[config.mk]
export PLATFORM = sky130hd
export DESIGN_NAME = touch_spi_responder
export DESIGN_NICKNAME = d
export VERILOG_FILES = /design/src/rtl/touch_pkg.sv /design/src/rtl/spi_pin_sync.sv /design/src/rtl/touch_spi_responder.sv
export SDC_FILE = /design/constraint.sdc
export NUM_CORES = 1
export LEC_CHECK = 0
export BUFFER_PORTS_ARGS = -buffer_cell sky130_fd_sc_hd__buf_2
export CAP_MARGIN = 20
export CORE_MARGIN = 2
export CORE_UTILIZATION = 55
export CTS_BUF_LIST = sky130_fd_sc_hd__clkbuf_4
export DETAILED_ROUTE_END_ITERATION = 7
export PLACE_DENSITY = 0.94
export SYNTH_ARGS = -nofsm -noshare
export SYNTH_HDL_FRONTEND = slang
export SYNTH_SLANG_ARGS = --single-unit
[constraint.sdc]
create_clock -name CLK_50 -period 2.5 [get_ports CLK_50]
set_input_delay 0.125 -clock CLK_50 [delete_from_list [all_inputs] [get_ports CLK_50]]
set_output_delay 0.125 -clock CLK_50 [all_outputs]
set_load 0.05 [all_outputs]
[src/rtl/touch_pkg.sv]
// touch_pkg
// Shared definitions for the XPT2046/ADS7843-style touch responder:
//   - state_t       : responder FSM states
//   - CH_*          : A2..A0 channel codes that select a sample register
//   - BIT_*         : bit positions inside the 8-bit control byte
//   - select_sample : maps a channel code onto one of the four samples
package touch_pkg;

  typedef enum logic [2:0] {
    IDLE,
    WAIT_START,
    CMD,
    BUSY,
    DATA
  } state_t;

  localparam logic [2:0] CH_X  = 3'b101;
  localparam logic [2:0] CH_Y  = 3'b001;
  localparam logic [2:0] CH_Z1 = 3'b011;
  localparam logic [2:0] CH_Z2 = 3'b100;

  // Control byte layout, MSB first: S A2 A1 A0 MODE SER/DFR PD1 PD0
  localparam int BIT_S    = 7;
  localparam int BIT_A2   = 6;
  localparam int BIT_A0   = 4;
  localparam int BIT_MODE = 3;
  localparam int BIT_PD0  = 0;

  // Unknown channel codes read back as zero so that the master sees a
  // harmless value instead of a stale conversion.
  function automatic logic [11:0] select_sample(
    input logic [2:0]  addr,
    input logic [11:0] x,
    input logic [11:0] y,
    input logic [11:0] z1,
    input logic [11:0] z2
  );
    logic [11:0] value;
    value = 12'h000;
    case (addr)
      CH_X:    value = x;
      CH_Y:    value = y;
      CH_Z1:   value = z1;
      CH_Z2:   value = z2;
      default: value = 12'h000;
    endcase
    return value;
  endfunction

endpackage

[src/rtl/spi_pin_sync.sv]
// spi_pin_sync
// Brings the asynchronous SPI pins into the CLK_50 domain and derives SCLK
// edge strobes from the synchronized clock.
// Ports:
//   clk, rst_n      : system clock, async active-low reset
//   sclk, cs_n, mosi: raw SPI pins
//   sclk_rise       : one-cycle strobe on a synchronized SCLK 0->1
//   sclk_fall       : one-cycle strobe on a synchronized SCLK 1->0
//   cs_active       : synchronized chip select, active-high
//   mosi_s          : synchronized MOSI, aligned with the edge strobes
module spi_pin_sync (
  input  logic clk,
  input  logic rst_n,
  input  logic sclk,
  input  logic cs_n,
  input  logic mosi,
  output logic sclk_rise,
  output logic sclk_fall,
  output logic cs_active,
  output logic mosi_s
);

  logic [1:0] sclk_sync;
  logic [1:0] cs_sync;
  logic [1:0] mosi_sync;
  logic       sclk_prev;

  // Two-flop synchronizers plus one extra SCLK flop for edge detection.
  // CS resets to the deasserted level so a reset always lands in IDLE
  // and any frame in flight is abandoned.
  always_ff @(posedge clk or negedge rst_n) begin
    if (!rst_n) begin
      sclk_sync <= 2'b00;
      cs_sync   <= 2'b11;
      mosi_sync <= 2'b00;
      sclk_prev <= 1'b0;
    end else begin
      sclk_sync <= {sclk_sync[0], sclk};
      cs_sync   <= {cs_sync[0], cs_n};
      mosi_sync <= {mosi_sync[0], mosi};
      sclk_prev <= sclk_sync[1];
    end
  end

  assign sclk_rise = sclk_sync[1] & ~sclk_prev;
  assign sclk_fall = ~sclk_sync[1] & sclk_prev;
  assign cs_active = ~cs_sync[1];
  assign mosi_s    = mosi_sync[1];

endmodule

[src/rtl/touch_spi_responder.sv]
// touch_spi_responder
// SPI slave that answers XPT2046-style control bytes with 12- or 8-bit
// results from the sample inputs and drives the active-low pen interrupt.
// Everything runs on CLK_50 by oversampling the SPI pins.
// Ports:
//   CLK_50, reset_reset_n      : clock and async active-low reset
//   spi_sclk/cs_n/mosi/miso    : SPI mode-0 slave pins
//   pen_irq_n                  : pen interrupt, active-low
//   pen_down                   : panel touched (CLK_50 synchronous)
//   x/y/z1/z2_sample           : conversion values, snapshotted per command
//   cmd_valid, cmd_byte        : completed control byte strobe and value
module touch_spi_responder
  import touch_pkg::*;
(
  input  logic        CLK_50,
  input  logic        reset_reset_n,
  input  logic        spi_sclk,
  input  logic        spi_cs_n,
  input  logic        spi_mosi,
  output logic        spi_miso,
  output logic        pen_irq_n,
  input  logic        pen_down,
  input  logic [11:0] x_sample,
  input  logic [11:0] y_sample,
  input  logic [11:0] z1_sample,
  input  logic [11:0] z2_sample,
  output logic        cmd_valid,
  output logic [7:0]  cmd_byte
);

  logic sclk_rise;
  logic sclk_fall;
  logic cs_active;
  logic mosi_s;

  spi_pin_sync u_sync (
    .clk       (CLK_50),
    .rst_n     (reset_reset_n),
    .sclk      (spi_sclk),
    .cs_n      (spi_cs_n),
    .mosi      (spi_mosi),
    .sclk_rise (sclk_rise),
    .sclk_fall (sclk_fall),
    .cs_active (cs_active),
    .mosi_s    (mosi_s)
  );

  state_t      state, state_n;
  logic [4:0]  bit_cnt, bit_cnt_n;
  logic [6:0]  cmd_sr, cmd_sr_n;
  logic [11:0] out_sr, out_sr_n;
  logic        mode8, mode8_n;
  logic        irq_en, irq_en_n;
  logic        miso_n;
  logic        cmd_valid_n;
  logic [7:0]  cmd_byte_n;
  logic        pen_irq_n_n;

  // The shift register keeps the first seven bits; the eighth comes
  // straight from MOSI so the full byte is available on the last rise.
  logic [7:0] cmd_full;
  logic [4:0] last_bit;
  logic       in_frame_n;

  assign cmd_full = {cmd_sr, mosi_s};
  assign last_bit = mode8 ? 5'd7 : 5'd11;

  // State and output registers.
  always_ff @(posedge CLK_50 or negedge reset_reset_n) begin
    if (!reset_reset_n) begin
      state     <= IDLE;
      bit_cnt   <= 5'd0;
      cmd_sr    <= 7'd0;
      out_sr    <= 12'd0;
      mode8     <= 1'b0;
      irq_en    <= 1'b1;
      spi_miso  <= 1'b0;
      cmd_valid <= 1'b0;
      cmd_byte  <= 8'h00;
      pen_irq_n <= 1'b1;
    end else begin
      state     <= state_n;
      bit_cnt   <= bit_cnt_n;
      cmd_sr    <= cmd_sr_n;
      out_sr    <= out_sr_n;
      mode8     <= mode8_n;
      irq_en    <= irq_en_n;
      spi_miso  <= miso_n;
      cmd_valid <= cmd_valid_n;
      cmd_byte  <= cmd_byte_n;
      pen_irq_n <= pen_irq_n_n;
    end
  end

  // Next-state logic. A deasserted CS overrides every state and any SCLK
  // edge seen in the same cycle, discarding a partial command without
  // touching irq_en or cmd_byte.
  always_comb begin
    state_n     = state;
    bit_cnt_n   = bit_cnt;
    cmd_sr_n    = cmd_sr;
    out_sr_n    = out_sr;
    mode8_n     = mode8;
    irq_en_n    = irq_en;
    miso_n      = spi_miso;
    cmd_valid_n = 1'b0;
    cmd_byte_n  = cmd_byte;

    if (!cs_active) begin
      state_n   = IDLE;
      bit_cnt_n = 5'd0;
      miso_n    = 1'b0;
    end else begin
      case (state)
        IDLE: begin
          miso_n  = 1'b0;
          state_n = WAIT_START;
        end

        // Leading zeros are skipped; the first 1 is the start bit.
        WAIT_START: begin
          if (sclk_fall) miso_n = 1'b0;
          if (sclk_rise && mosi_s) begin
            cmd_sr_n  = 7'h01;
            bit_cnt_n = 5'd1;
            state_n   = CMD;
          end
        end

        CMD: begin
          if (sclk_rise) begin
            cmd_sr_n  = cmd_full[6:0];
            bit_cnt_n = bit_cnt + 5'd1;
            if (bit_cnt == 5'd7) begin
              cmd_byte_n  = cmd_full;
              cmd_valid_n = 1'b1;
              irq_en_n    = ~cmd_full[BIT_PD0];
              mode8_n     = cmd_full[BIT_MODE];
              out_sr_n    = select_sample(cmd_full[BIT_A2:BIT_A0], x_sample,
                                          y_sample, z1_sample, z2_sample);
              bit_cnt_n   = 5'd0;
              state_n     = BUSY;
            end
          end
        end

        BUSY: begin
          if (sclk_fall) miso_n = 1'b0;
          if (sclk_rise) begin
            bit_cnt_n = 5'd0;
            state_n   = DATA;
          end
        end

        // Result bits leave MSB first on falls; rises count what the
        // master has sampled. Shifting all 12 bits also covers 8-bit mode,
        // which simply stops after sample[11:4].
        DATA: begin
          if (sclk_fall) begin
            miso_n   = out_sr[11];
            out_sr_n = {out_sr[10:0], 1'b0};
          end
          if (sclk_rise) begin
            if (bit_cnt == last_bit) state_n = WAIT_START;
            else                     bit_cnt_n = bit_cnt + 5'd1;
          end
        end

        default: state_n = IDLE;
      endcase
    end
  end

  // The pen interrupt is suppressed from the start bit until the frame
  // ends, so looking at the next state masks it in the detection cycle.
  assign in_frame_n = (state_n == CMD) || (state_n == BUSY) || (state_n == DATA);

  always_comb begin
    pen_irq_n_n = 1'b1;
    if (!in_frame_n) pen_irq_n_n = ~(pen_down & irq_en_n);
  end

endmodule

==> results of run 1 <==
## synthesized netlist by cell type (all sizes together) (6+ instances only)
cell type,count,share of area
a22o,6,0.021
nor2b,9,0.023
dfrtp,42,0.42
a211oi,10,0.030
o31ai,6,0.018
o21ai,20,0.040
clkbuf,10,0.015
mux2i,6,0.024
mux2,15,0.068
a22oi,13,0.039
a21oi,15,0.030
buf,9,0.028
nor2,14,0.022
nand2,28,0.042
## placed cells by master, fill, tap and decap left out, drive strengths merged, types with 5 or more instances in the layout
master,instances
nor2b,9
nor2,14
mux2,15
dfrtp,42
a22o,6
a21oi,15
buf,71
o31ai,6
mux2i,6
nand2,28
o21ai,20
a211oi,10
dlygate4sd3,5
clkbuf,6
a22oi,13
## metal layers
metal	part of all wire	vias to the layer above	track usage	wire, µm
met4	0.015	0	0.0776	86
met2	0.50	61	0.380	2820
met1	0.44	1028	0.302	2450
met5	0	-	0	0
met3	0.045	10	0.0450	250
li1	-	1050	-	-
## worst max-delay path: cells and delay by family, from the launching register on
kind / cells / cell delay (ns)
AOI/OAI and AO/OA: 1 / 0.19
adders and majority gates: 1 / 0.27
DFF: 1 / 0.43
muxes: 1 / 0.41
and+or+nand+nor: 2 / 0.80
## metrics by stage
stage	power, mW	cell area (µm²)
2_1_floorplan	0.825	2500
3_3_place_gp	0.885	2820
3_5_place_dp	0.890	2820
4_1_cts	1.25	2930
5_1_grt	1.29	2950
6_report	1.24	2950
## registers in the layout (all words and copies together) (netlist names)
signal	count
bit_cnt	5
cmd_byte	8
cmd_sr	7
cmd_valid	1
irq_en	1
out_sr	12
pen_irq_n	1
spi_miso	1
state	3
u_sync.cs_sync	2
u_sync.mosi_sync	2
u_sync.sclk_prev	1
u_sync.sclk_sync	2
## logic make-up after synthesis
group,after synthesis,share of synthesized area
AOI/OAI and AO/OA,77,0.202
and+or+nand+nor,84,0.192
buffers and inverters,21,0.0461
muxes,21,0.0917
DFF,46,0.463
adders and majority gates,1,0.00501
## power groups by stage
stage,registers [mW],clock network (mW),logic [mW]
finish,0.774,0.357,0.112
global route,0.778,0.385,0.125
CTS,0.775,0.364,0.108
detailed placement,0.788,0,0.102
global placement,0.786,0,0.0991
floorplan,0.784,0,0.0413
## worst max-delay path by stage
stage / endpoint / slack [ns] / cells past startpoint
detailed placement: out_sr[11] / 0.33 / 5
floorplan: bit_cnt[1] / 0.43 / 7
global route: out_sr[11] / 0.16 / 5
CTS: out_sr[11] / 0.32 / 5
finish: out_sr[11] / 0.30 / 5
global placement: out_sr[2] / 0.39 / 5
## cell type report
cell class	count	share of cell area
Tap cell	52	0.0220
Clock buffer	6	0.0152
Inverter	2	0.00254
Timing Repair Buffer	76	0.147
Clock inverter	2	0.00508
Multi-Input combinational cell	183	0.416
Sequential cell	46	0.391
==> impl_metrics.tcl, run 1 <==
set metrics [dict create \
    power.leakage_nw 1.31 \
    cts_buf_count 5 \
    iter_0_drt_violations 141 \
    floorplan.io_pins 65 \
    cp_data_arrival_time_ns 2.45 \
    clock_power_share 0.287 \
    critical_path.reg2reg.startpoint "bit_cnt[0]" \
    globalRoute.totalOverflow 0 \
    postSynthAreaPerCell_um2 9.98 \
    critical_path.startpoint_type "register" \
    post_synth_edffs 0 \
    final_nets 369 \
    floorplan.rows 24 \
    fp.dieW_um 71.4 \
    min_path_cells 3 \
    critical_path.max_fanout 18 \
    final-max-slew-violation-count 0 \
    fp.dieArea_um2 5090 \
    switching_share 0.245 \
    timing.hold.worst.start "z1_sample[0]" \
    globalRouteTotalUtil 0.229 \
    postSynthNetCount 305 \
    core-area_um2 4350 \
    vdd_drop_max_mv 0.370 \
    cts.repair_timing.setup_buffer_count 0 \
    cp-startpoint "bit_cnt[0]" \
    ys_seq_elements 46 \
    layout_min_cycle_time_ns 2.20 \
    clock_sink_count 46 \
    dr.pass1.iters 5 \
    ys_async_sr_fraction 1.00 \
    tritoncts "built" \
    fin_skew_ns 0.00811 \
    outcome "completed" \
    hold_path.class "in2reg" \
    final.hold.worst_slack_ns 0.0756 \
    combinationalPowerShare 0.090 \
    ctsLongestPathBuffers 2 \
    drc_errors 0 \
    synthDistinctLibCells 49 \
    yosys_warn_count 0 \
    timing.hold.worst_endpoint "out_sr[0]" \
    number_of_global_route_vias_before_repair 2115 \
    start_util 0.573 \
    area_growth_syn_to_layout_pct 18.3 \
    slowest_delay_ns 0.52 \
    ant_nets 0 \
    seq_area_frac_synth 0.463 \
    multi_input_comb_area_um2 1230 \
    detailed_place_hpwl_um 4080 \
    dpl.cell_count 353 \
    die_height_um 71.4 \
    switchingPower_uw 304 \
    grt_first_pass_wirelength_um 9250 \
    netlist_area_um2 2500 \
    final_critical_path_setup_slack_ns 0.301 \
    avgViaCountPerCell 5.86 \
    grt_setup_unrepaired "false" \
    worst_ep_required_time_ns 2.75 \
    finalHoldViolCount 0 \
    grt_start_max_net_pins 47 \
    share_of_power_burned_in_registers 0.623 \
    slowest_stage_cell_cp "sky130_fd_sc_hd__or2_1" \
    total_number_of_vias 2149 \
    report.final.setup_viol 0 \
    buffer_ports.inserted 64 \
    crit-reg2reg-capture "out_sr[11]" \
    post_drt_wl_per_cell_um 15.3 \
    cap_violations 0 \
    critPathKind "reg2reg" \
    fin_util 0.678 \
    internal-power_uw 938 \
    setup-tns-final_ns 0 \
    critPathCaptureType "register" \
    powerDensity_nw_per_um2 421 \
    fillers 320 \
    timing.reg2reg.worst_path_depth 5 \
    grt_antenna_before_repair 0 \
    n_antenna_cell 0 \
    clk_latency_ns 0.36 \
    post_cts.resized_instances 0 \
    drive_gt1_frac 0.343 \
    clock_tree.htree_level_count 2 \
    synth_flop_cell "sky130_fd_sc_hd__dfrtp_1" \
    timing.reg2reg.setup_slack_ns 0.30 \
    slew_headroom 0.593 \
    drt-total-wl_um 5610 \
    path_cells "ha_1 > and4bb_2 > a32oi_1 > or2_1 > mux2_2" \
    finalWeightedCongestion 0.890 \
    clk_pin_slew_worst_paths_ns 0.14 \
    synthCells 250 \
    number_of_buffers_inserted_for_hold_repair_after_clock_tree_synthesis 5 \
    ff_latch_area_um2 1160 \
    max_freq_ghz 0.455 \
    layout_worst_path_cycle_share 0.879 \
    detailedPlace.worstSlack_ns 0.331 \
    max_slew.worst_pin.slew_ns 0.611 \
    cts.root.buffer_cell "sky130_fd_sc_hd__clkbuf_4" \
    layoutNonFillerInstCount 367 \
]
No activity file was read; power rests on OpenSTA's default activity.
==> run 2: changes to the inputs <==
--- a/config.mk
+++ b/config.mk
@@ -11,7 +11,7 @@
 export CORE_UTILIZATION = 55
 export CTS_BUF_LIST = sky130_fd_sc_hd__clkbuf_4
 export DETAILED_ROUTE_END_ITERATION = 7
-export PLACE_DENSITY = 0.94
+export PLACE_DENSITY = 0.89
 export SYNTH_ARGS = -nofsm -noshare
 export SYNTH_HDL_FRONTEND = slang
 export SYNTH_SLANG_ARGS = --single-unit
==> constraint.sdc (replaced) <==
create_clock -name CLK_50 -period 2.25 [get_ports CLK_50]
set_input_delay 0.1125 -clock CLK_50 [delete_from_list [all_inputs] [get_ports CLK_50]]
set_output_delay 0.1125 -clock CLK_50 [all_outputs]
set_load 0.05 [all_outputs]
==> impl_metrics.tcl, run 2 (synthesis results as in run 1) <==
set metrics [dict create \
    die_height_um 71.4 \
    timing.reg2reg.setup_slack_ns 0.20 \
    cts.root.buffer_cell "sky130_fd_sc_hd__clkbuf_4" \
    layout_min_cycle_time_ns 2.05 \
    slew_headroom 0.658 \
    biggestRegsByFlops "out_sr (12), cmd_byte (8), cmd_sr (7)" \
    globalRoute.totalOverflow 0 \
    finalHoldViolCount 0 \
    timing.hold.worst.start "z1_sample[0]" \
    fin_skew_ns 0.00778 \
    ant_nets 0 \
    fp.dieW_um 71.4 \
    grt_first_pass_wirelength_um 9330 \
    setup-tns-final_ns 0 \
    drt-total-wl_um 5630 \
    cts_buf_count 5 \
    timing.hold.worst_endpoint "out_sr[0]" \
    floorplan.io_pins 65 \
    avgViaCountPerCell 5.79 \
    iter_0_drt_violations 179 \
    n_antenna_cell 0 \
    layout_worst_path_cycle_share 0.909 \
    critical_path.startpoint_type "register" \
    core-area_um2 4350 \
    max_slew.worst_pin.slew_ns 0.512 \
    multi_input_comb_area_um2 1230 \
    critPathKind "reg2reg" \
    clk_pin_slew_worst_paths_ns 0.13 \
    worst_ep_required_time_ns 2.51 \
    cap_violations 0 \
    tritoncts "built" \
    post_drt_wl_per_cell_um 15.1 \
    total_number_of_vias 2167 \
    number_of_global_route_vias_before_repair 2074 \
    dr.pass1.iters 4 \
    report.final.setup_viol 0 \
    detailed_place_hpwl_um 4250 \
    drc_errors 0 \
    clock_sink_count 46 \
    hold_path.class "in2reg" \
    largest_reg_flops 12 \
    power.leakage_nw 1.36 \
    grt_setup_unrepaired "false" \
    final_nets 376 \
    p_total_mw 1.49 \
    vdd_drop_max_mv 0.313 \
    critPathCaptureType "register" \
    area_growth_syn_to_layout_pct 20.9 \
    final_common_cell "sky130_fd_sc_hd__buf_2" \
    start_util 0.573 \
    min_path_cells 3 \
    buffer_ports.inserted 64 \
    ctsLongestPathBuffers 2 \
    fp.dieArea_um2 5090 \
    fillers 312 \
    max_freq_ghz 0.489 \
    finalWeightedCongestion 0.896 \
    floorplan.rows 24 \
    most-common-layout-cells "sky130_fd_sc_hd__buf_2, sky130_fd_sc_hd__dfrtp_1, sky130_fd_sc_hd__nand2_1" \
    grt_antenna_before_repair 0 \
    grt_start_max_net_pins 28 \
    critical_path.reg2reg.startpoint "bit_cnt[0]" \
    cp_data_arrival_time_ns 2.30 \
    globalRouteTotalUtil 0.230 \
    critical_path.max_fanout 11 \
    clk_latency_ns 0.35 \
    crit-reg2reg-capture "out_sr[3]" \
    final-max-slew-violation-count 0 \
    powerDensity_nw_per_um2 493 \
    cts.repair_timing.setup_buffer_count 0 \
    outcome "completed" \
    clock_tree.htree_level_count 2 \
    registers.top_by_ff_count "out_sr" \
    ff_latch_area_um2 1160 \
    drive_gt1_frac 0.357 \
    timing.reg2reg.worst_path_depth 5 \
]
-- run 2: cell count changes in the layout (fill, tap and decap cells not counted), sizes merged --
cell,before,now
buf,71,78
bufinv,0,1
clkinvlp,2,1
-- run 2: per-layer routing --
layer,vias to the layer above,track usage,part of all wire
met5,-,0,0
met4,0,0.0545,0.010
met3,8,0.0506,0.045
met2,61,0.378,0.50
met1,1040,0.314,0.45
li1,1058,-,-
-- run 2: what timing repair did --
item,4_1_cts,5_1_grt
hold endpoints to repair,23,0
hold buffers,5,0
resized for setup,0,0
-- run 2: worst max path at each step --
stage	start	end	depth (start not counted)
4_1_cts	bit_cnt[0]	out_sr[3]	5
2_1_floorplan	state[1]	bit_cnt[1]	7
3_3_place_gp	bit_cnt[0]	out_sr[11]	5
3_5_place_dp	bit_cnt[0]	out_sr[3]	5
5_1_grt	bit_cnt[0]	out_sr[7]	6
6_report	bit_cnt[0]	out_sr[3]	5
-- run 2: cell type report --
type / count / area share
Inverter: 2 / 0.00249
Timing Repair Buffer: 83 / 0.158
Sequential cell: 46 / 0.383
Tap cell: 52 / 0.0216
Clock inverter: 2 / 0.0124
Multi-Input combinational cell: 183 / 0.408
Clock buffer: 6 / 0.0149
-- run 2: per-stage QoR --
step	cell area (µm²)	hold slack [ns]	util	instances	worst slack, ns
2_1_floorplan	2500	-0.183	-	250	0.179
3_3_place_gp	2880	0.0792	0.662	361	0.318
3_5_place_dp	2880	0.0916	0.662	361	0.225
4_1_cts	3020	0.0861	0.693	374	0.205
5_1_grt	3020	0.0982	0.693	374	0.0579
6_report	3020	0.0917	0.693	374	0.204
-- run 2: worst max-delay path, stage by stage, from the launching register on --
cell,delay [ns]
sky130_fd_sc_hd__dfrtp_1,0.43
sky130_fd_sc_hd__ha_1,0.27
sky130_fd_sc_hd__and4bb_2,0.28
sky130_fd_sc_hd__a32oi_1,0.18
sky130_fd_sc_hd__or2_1,0.39
sky130_fd_sc_hd__mux2_2,0.40
-- run 2: report_power, final --
group / switching, mW / total (mW) / internal, mW / leakage [nW]
clock network: 0.258 / 0.505 / 0.247 / 0.0419
registers: 0.0159 / 0.861 / 0.845 / 0.582
logic: 0.0588 / 0.121 / 0.0617 / 0.731
